[config.mk]
export PLATFORM = sky130hd
export DESIGN_NAME = a2d_search_seq
export DESIGN_NICKNAME = d
export VERILOG_FILES = /design/src/rtl/a2d_search_pkg.sv /design/src/rtl/a2d_search_seq_timer.sv /design/src/rtl/a2d_search_seq.sv
export SDC_FILE = /design/constraint.sdc
export NUM_CORES = 1
export LEC_CHECK = 0
export ABC_AREA = 1
export BUFFER_PORTS_ARGS = -buffer_cell sky130_fd_sc_hd__buf_2
export CELL_PAD_IN_SITES_DETAIL_PLACEMENT = 1
export CELL_PAD_IN_SITES_GLOBAL_PLACEMENT = 1
export CORE_AREA = 5 5 67 84
export CTS_BUF_LIST = sky130_fd_sc_hd__clkbuf_8
export DETAILED_ROUTE_END_ITERATION = 8
export DIE_AREA = 0 0 72 89
export PLACE_DENSITY = 0.63
export REMOVE_ABC_BUFFERS = 1
export SYNTH_ARGS = -nofsm -noshare
export SYNTH_HDL_FRONTEND = slang
export SYNTH_SLANG_ARGS = --single-unit
[constraint.sdc]
create_clock -name clk -period 2.8 [get_ports clk]
set_input_delay 0.28 -clock clk [delete_from_list [all_inputs] [get_ports clk]]
set_output_delay 0.28 -clock clk [all_outputs]
set_load 0.05 [all_outputs]
[src/rtl/a2d_search_pkg.sv]
// Shared types and elaboration-time helpers for the comparator-offset search sequencer.
package a2d_search_pkg;

    // Sequencer states; virclk is high only in the two *_HI states
    typedef enum logic [2:0] {
        IDLE     = 3'd0,
        PRIME_HI = 3'd1,
        PRIME_LO = 3'd2,
        STEP_HI  = 3'd3,
        STEP_LO  = 3'd4,
        DONE     = 3'd5
    } state_t;

    // Width of the shared phase counter: must hold max(PULSE_CYC, SETTLE_CYC)
    function automatic int unsigned cnt_width(input int unsigned pulse_cyc,
                                              input int unsigned settle_cyc);
        int unsigned m;
        m = (pulse_cyc > settle_cyc) ? pulse_cyc : settle_cyc;
        return $clog2(m + 1);
    endfunction

    // Start-edge to done-edge distance in clk cycles
    function automatic int unsigned TOTAL_CYC(input int unsigned n,
                                              input int unsigned p,
                                              input int unsigned s,
                                              input bit          prime);
        return (n + 32'(prime)) * (p + s);
    endfunction

endpackage

[src/rtl/a2d_search_seq_timer.sv]
// Loadable down-counter that times both virclk phases; zero flag marks phase end.
module a2d_phase_timer #(
    parameter int unsigned W = 3
) (
    input  logic         clk,
    input  logic         rst,
    input  logic         i_load,
    input  logic [W-1:0] i_load_val,
    output logic         o_zero_c
);

    logic [W-1:0] r_cnt;

    // Load on phase entry, otherwise count down and park at zero
    always_ff @(posedge clk or posedge rst) begin
        if (rst) begin
            r_cnt <= '0;
        end else if (i_load) begin
            r_cnt <= i_load_val;
        end else if (r_cnt != '0) begin
            r_cnt <= r_cnt - W'(1);
        end
    end

    assign o_zero_c = (r_cnt == '0);

endmodule

[src/rtl/a2d_search_seq.sv]
// Drives virclk for the offset binary-search wrapper and records each comparator decision MSB-first.
module a2d_search_seq #(
    parameter int unsigned N_STEPS    = 8,
    parameter int unsigned PULSE_CYC  = 1,
    parameter int unsigned SETTLE_CYC = 4,
    parameter bit          PRIME      = 1'b1,
    parameter bit          INVERT     = 1'b0
) (
    input  logic                         clk,
    input  logic                         rst,
    input  logic                         start,
    input  logic                         comp_out,
    output logic                         virclk,
    output logic                         busy,
    output logic                         done,
    output logic [N_STEPS-1:0]           code,
    output logic [$clog2(N_STEPS+1)-1:0] step
);
    import a2d_search_pkg::*;

    localparam int unsigned SW = $clog2(N_STEPS + 1);
    localparam int unsigned CW = cnt_width(PULSE_CYC, SETTLE_CYC);

    state_t             r_state;
    state_t             w_state_nxt;

    logic               r_virclk;
    logic               r_busy;
    logic               r_done;
    logic               r_primed;
    logic [N_STEPS-1:0] r_code;
    logic [SW-1:0]      r_step;

    logic               w_virclk_nxt;
    logic               w_busy_nxt;
    logic               w_done_nxt;
    logic               w_primed_nxt;
    logic               w_restart;
    logic               w_capture;
    logic               w_bit;
    logic               w_tmr_load;
    logic               w_tmr_zero;
    logic [CW-1:0]      w_tmr_val;
    logic [N_STEPS-1:0] w_code_base;
    logic [N_STEPS-1:0] w_code_nxt;
    logic [SW-1:0]      w_step_base;
    logic [SW-1:0]      w_step_nxt;

    a2d_phase_timer #(
        .W (CW)
    ) u_timer (
        .clk        (clk),
        .rst        (rst),
        .i_load     (w_tmr_load),
        .i_load_val (w_tmr_val),
        .o_zero_c   (w_tmr_zero)
    );

    // State register
    always_ff @(posedge clk or posedge rst) begin
        if (rst) begin
            r_state <= IDLE;
        end else begin
            r_state <= w_state_nxt;
        end
    end

    // Next-state: each HI/LO phase ends when the shared timer reaches zero
    always_comb begin
        w_state_nxt = r_state;
        unique case (r_state)
            IDLE: begin
                if (start) begin
                    w_state_nxt = (PRIME && !r_primed) ? PRIME_HI : STEP_HI;
                end
            end
            PRIME_HI: begin
                if (w_tmr_zero) w_state_nxt = PRIME_LO;
            end
            PRIME_LO: begin
                if (w_tmr_zero) w_state_nxt = STEP_HI;
            end
            STEP_HI: begin
                if (w_tmr_zero) w_state_nxt = STEP_LO;
            end
            STEP_LO: begin
                if (w_tmr_zero) begin
                    w_state_nxt = (r_step == SW'(N_STEPS)) ? DONE : STEP_HI;
                end
            end
            DONE: begin
                // primed is already set here, so a back-to-back start skips the prime pulse
                w_state_nxt = start ? STEP_HI : IDLE;
            end
            default: w_state_nxt = IDLE;
        endcase
    end

    // Next outputs and datapath, derived from the state being entered
    always_comb begin
        w_virclk_nxt = 1'b0;
        w_busy_nxt   = 1'b0;
        w_done_nxt   = 1'b0;
        w_restart    = 1'b0;
        w_capture    = 1'b0;
        w_bit        = comp_out ^ INVERT;
        w_code_base  = r_code;
        w_step_base  = r_step;
        w_code_nxt   = r_code;
        w_step_nxt   = r_step;
        w_primed_nxt = r_primed;
        w_tmr_load   = 1'b0;
        w_tmr_val    = '0;

        w_virclk_nxt = (w_state_nxt == PRIME_HI) || (w_state_nxt == STEP_HI);
        w_busy_nxt   = (w_state_nxt != IDLE) && (w_state_nxt != DONE);
        w_done_nxt   = (w_state_nxt == DONE);

        // An accepted start wipes the previous result on the same edge
        w_restart = ((r_state == IDLE) || (r_state == DONE)) && w_busy_nxt;
        if (w_restart) begin
            w_code_base = '0;
            w_step_base = '0;
        end
        w_code_nxt = w_code_base;
        w_step_nxt = w_step_base;

        // Decision is latched on every STEP_HI entry, including the start edge itself
        w_capture = (w_state_nxt == STEP_HI) && (r_state != STEP_HI);
        if (w_capture) begin
            for (int i = 0; i < int'(N_STEPS); i++) begin
                if (int'(w_step_base) == int'(N_STEPS) - 1 - i) begin
                    w_code_nxt[i] = w_bit;
                end
            end
            w_step_nxt = w_step_base + SW'(1);
        end

        if (w_state_nxt == PRIME_HI) begin
            w_primed_nxt = 1'b1;
        end

        w_tmr_load = (w_state_nxt != r_state);
        w_tmr_val  = w_virclk_nxt ? CW'(PULSE_CYC - 1) : CW'(SETTLE_CYC - 1);
    end

    // Output and datapath registers; virclk is a flop so it cannot glitch
    always_ff @(posedge clk or posedge rst) begin
        if (rst) begin
            r_virclk <= 1'b0;
            r_busy   <= 1'b0;
            r_done   <= 1'b0;
            r_primed <= 1'b0;
            r_code   <= '0;
            r_step   <= '0;
        end else begin
            r_virclk <= w_virclk_nxt;
            r_busy   <= w_busy_nxt;
            r_done   <= w_done_nxt;
            r_primed <= w_primed_nxt;
            r_code   <= w_code_nxt;
            r_step   <= w_step_nxt;
        end
    end

    assign virclk = r_virclk;
    assign busy   = r_busy;
    assign done   = r_done;
    assign code   = r_code;
    assign step   = r_step;

endmodule

==> impl_metrics.json <==
{
  "synth.area.top_cells": "dfrtp_1, nand2_1, nand3_1",
  "num_vias": 1236,
  "cpPeakStageDelay_ns": 0.36,
  "hpwl_um": 2620,
  "place_congestion": 0.8305,
  "pwr_density_cell_nw_per_um2": 487.4,
  "netlist.area_leader.share": 0.3989,
  "yosysSeqAreaShare": 0.3989,
  "finalHoldViolations": 0,
  "core-area_um2": 4695,
  "firstDrtPassIters": 2,
  "wl_per_cell_um": 12.87,
  "synthCells": 189,
  "diodes": 0,
  "cp_cell_sequence": "inv_1 -> ha_1 -> nand2_2 -> nand2_1 -> a21oi_1 -> nor2_4 -> nand2_4 -> nand3_4 -> inv_2 -> nand2_1 -> nand2_1",
  "area_growth_pct": 13.96,
  "clk_pin_slew_worst_paths_ns": 0.08,
  "drtIter0Drc": 59,
  "ctsHoldBuffers": 0,
  "slew_headroom": 0.4023,
  "grtUsageTotal": 0.1204,
  "fmax_ghz": 0.5139,
  "rrSetupSlack_ns": 0.85,
  "die_area_um2": 6408,
  "synth.cell_area_um2": 1380,
  "holdWs_ns": 0.1913,
  "yosysWarningCount": 0,
  "critPathRequiredTime_ns": 3.00,
  "outcome": "completed",
  "grt_pass1_wl_um": 6147,
  "post_cts_buffers": 0,
  "synth_top_area_cell": "dfrtp_1",
  "setup_viol": 0,
  "tns_ns": 0,
  "cp-end-kind": "flop",
  "clk_latency_ns": 0.26,
  "fp.dieW_um": 72,
  "first_global_vias": 1358,
  "cts_max_level": 1,
  "fp.dieH_um": 89,
  "pin_count": 19,
  "rsz0062_at_grt": "false",
  "critical_path_class": "reg -> reg",
  "cts_tree": "done",
  "clockRootBuffer": "clkbuf_8",
  "drv_cap": 0,
  "r2r_start": "u_timer.r_cnt[0]",
  "async_reset_ff_frac": 1.000,
  "cp.arrival_ns": 2.15,
  "final_net_count": 219,
  "grt-ovfl-total": 0,
  "cts_num_sinks": 22,
  "cp_max_fo": 13,
  "ys_ff_latch": 22,
  "grt_max_degree": 23,
  "p_leak_nw": 0.8838,
  "synth_edf_count": 0,
  "initial_core_util": 0.2940,
  "timing.rr.end": "step[2]",
  "rr_worst_depth": 11,
  "cp-start-kind": "flop",
  "period_share": 0.6950,
  "antenna_found_initial": 0,
  "cts_buffers": 3,
  "yosys_most_used_dff": "dfrtp_1",
  "drt_wl_total_um": 3449,
  "min_period_ns": 1.946,
  "io_buffers": 18,
  "avgSynthCellArea_um2": 7.302,
  "ys_types": 22,
  "hold_class": "in -> async",
  "clockBufferDepth": 2,
  "vias_per_cell": 4.612,
  "slowest_stage": "dfrtp_1",
  "post_cts_resized": 0,
  "vdd_drop_max_mv": 0.1485,
  "crit_top_cell": "nand2_1",
  "drive_above_1_share": 0.1635,
  "row_count": 28,
  "drc": 0,
  "tightest_slew_ns": 0.8955,
  "drt.antenna.violating_nets": 0,
  "final_max_slew_viol_count": 0,
  "finClkSkew_ns": 0.003507
}
-- layer usage --
metal / vias to the layer above / GRT usage / wire (um)
li1: 631 / - / -
met4: 0 / 0.04103 / 34
met3: 4 / 0.01350 / 58
met5: - / 0 / 0
met2: 12 / 0.2274 / 1835
met1: 589 / 0.1400 / 1521
-- stage by stage --
stage          instances  worst slack, ns    util  power [mW]  area, um^2
2_1_floorplan        186            1.167       -      0.4945        1353
3_3_place_gp         264           0.8271  0.3233      0.5420        1518
3_5_place_dp         264           0.8100  0.3233      0.5442        1518
4_1_cts              268           0.7950  0.3350      0.7887        1573
5_1_grt              268           0.6406  0.3350      0.8204        1573
6_report             268           0.8541  0.3350      0.7665        1573
-- state kept, by name, summed over array words and instances (netlist names) --
register / count
r_primed: 1
u_timer.r_cnt: 3
virclk: 1
step: 4
r_state: 3
code: 8
busy: 1
done: 1
-- cell usage after synthesis, types with 3 or more instances --
library cell / instances
dfrtp_1: 22
ha_1: 6
inv_1: 23
inv_2: 3
nand2_1: 70
nand2_4: 3
nand3_1: 19
nand4_1: 3
nor2_1: 11
o21ai_0: 11
o21ai_1: 3
-- power by group --
part	leakage [nW]	total, mW	switching (mW)	internal [mW]
sequential	0.276	0.346	0.0116	0.334
clock	0.0288	0.234	0.108	0.125
combinational	0.579	0.187	0.138	0.0489
total	0.884	0.767	0.258	0.509
-- logic make-up (layout without fill, tap and decap cells) --
group,Yosys count,in the layout,synth area share
compound gates,17,17,0.06618
xor+xnor,3,3,0.01904
fa+ha+maj,6,6,0.05440
buf+inv,29,48,0.09065
flops,22,22,0.3989
simple gates,112,112,0.3708
-- cells in the final DEF, fill, tap and decap left out, types with 4 or more instances in the layout --
| cell type | Yosys | final |
|---|---|---|
| nand2_1 | 70 | 70 |
| inv_1 | 23 | 23 |
| ha_1 | 6 | 6 |
| nor2_1 | 11 | 11 |
| buf_2 | 1 | 18 |
| clkbuf_8 | 0 | 4 |
| dfrtp_1 | 22 | 22 |
| o21ai_0 | 11 | 11 |
| nand3_1 | 19 | 19 |
-- how the worst max path moves through the flow --
stage	start	endpoint	slack, ns	depth (start not counted)
after global placement	u_timer.r_cnt[0]	code[2]	0.83	11
after CTS	u_timer.r_cnt[0]	step[2]	0.80	11
after detailed placement	u_timer.r_cnt[0]	step[2]	0.81	11
after global routing	u_timer.r_cnt[0]	code[4]	0.64	12
final	u_timer.r_cnt[0]	step[2]	0.85	11
after floorplan	r_state[2]	code[4]	1.17	12
-- layout make-up --
cell class              instances  area (um^2)
clock buffers                   4        55.05
flip-flops and latches         22        550.5
inverters                      26        97.59
well taps                      60        75.07
repair buffers                 18        90.09
multi-input cells             138        704.4
fillers                       629         3122
-- worst max-delay path, delay by kind of cell, from the launching register on --
family	cells	cell delay, ns
buffers and inverters	2	0.31
AOI/OAI and AO/OA	1	0.23
and+or+nand+nor	7	0.76
DFF	1	0.36
adders and majority gates	1	0.23
(Power assumes the default switching activity.)
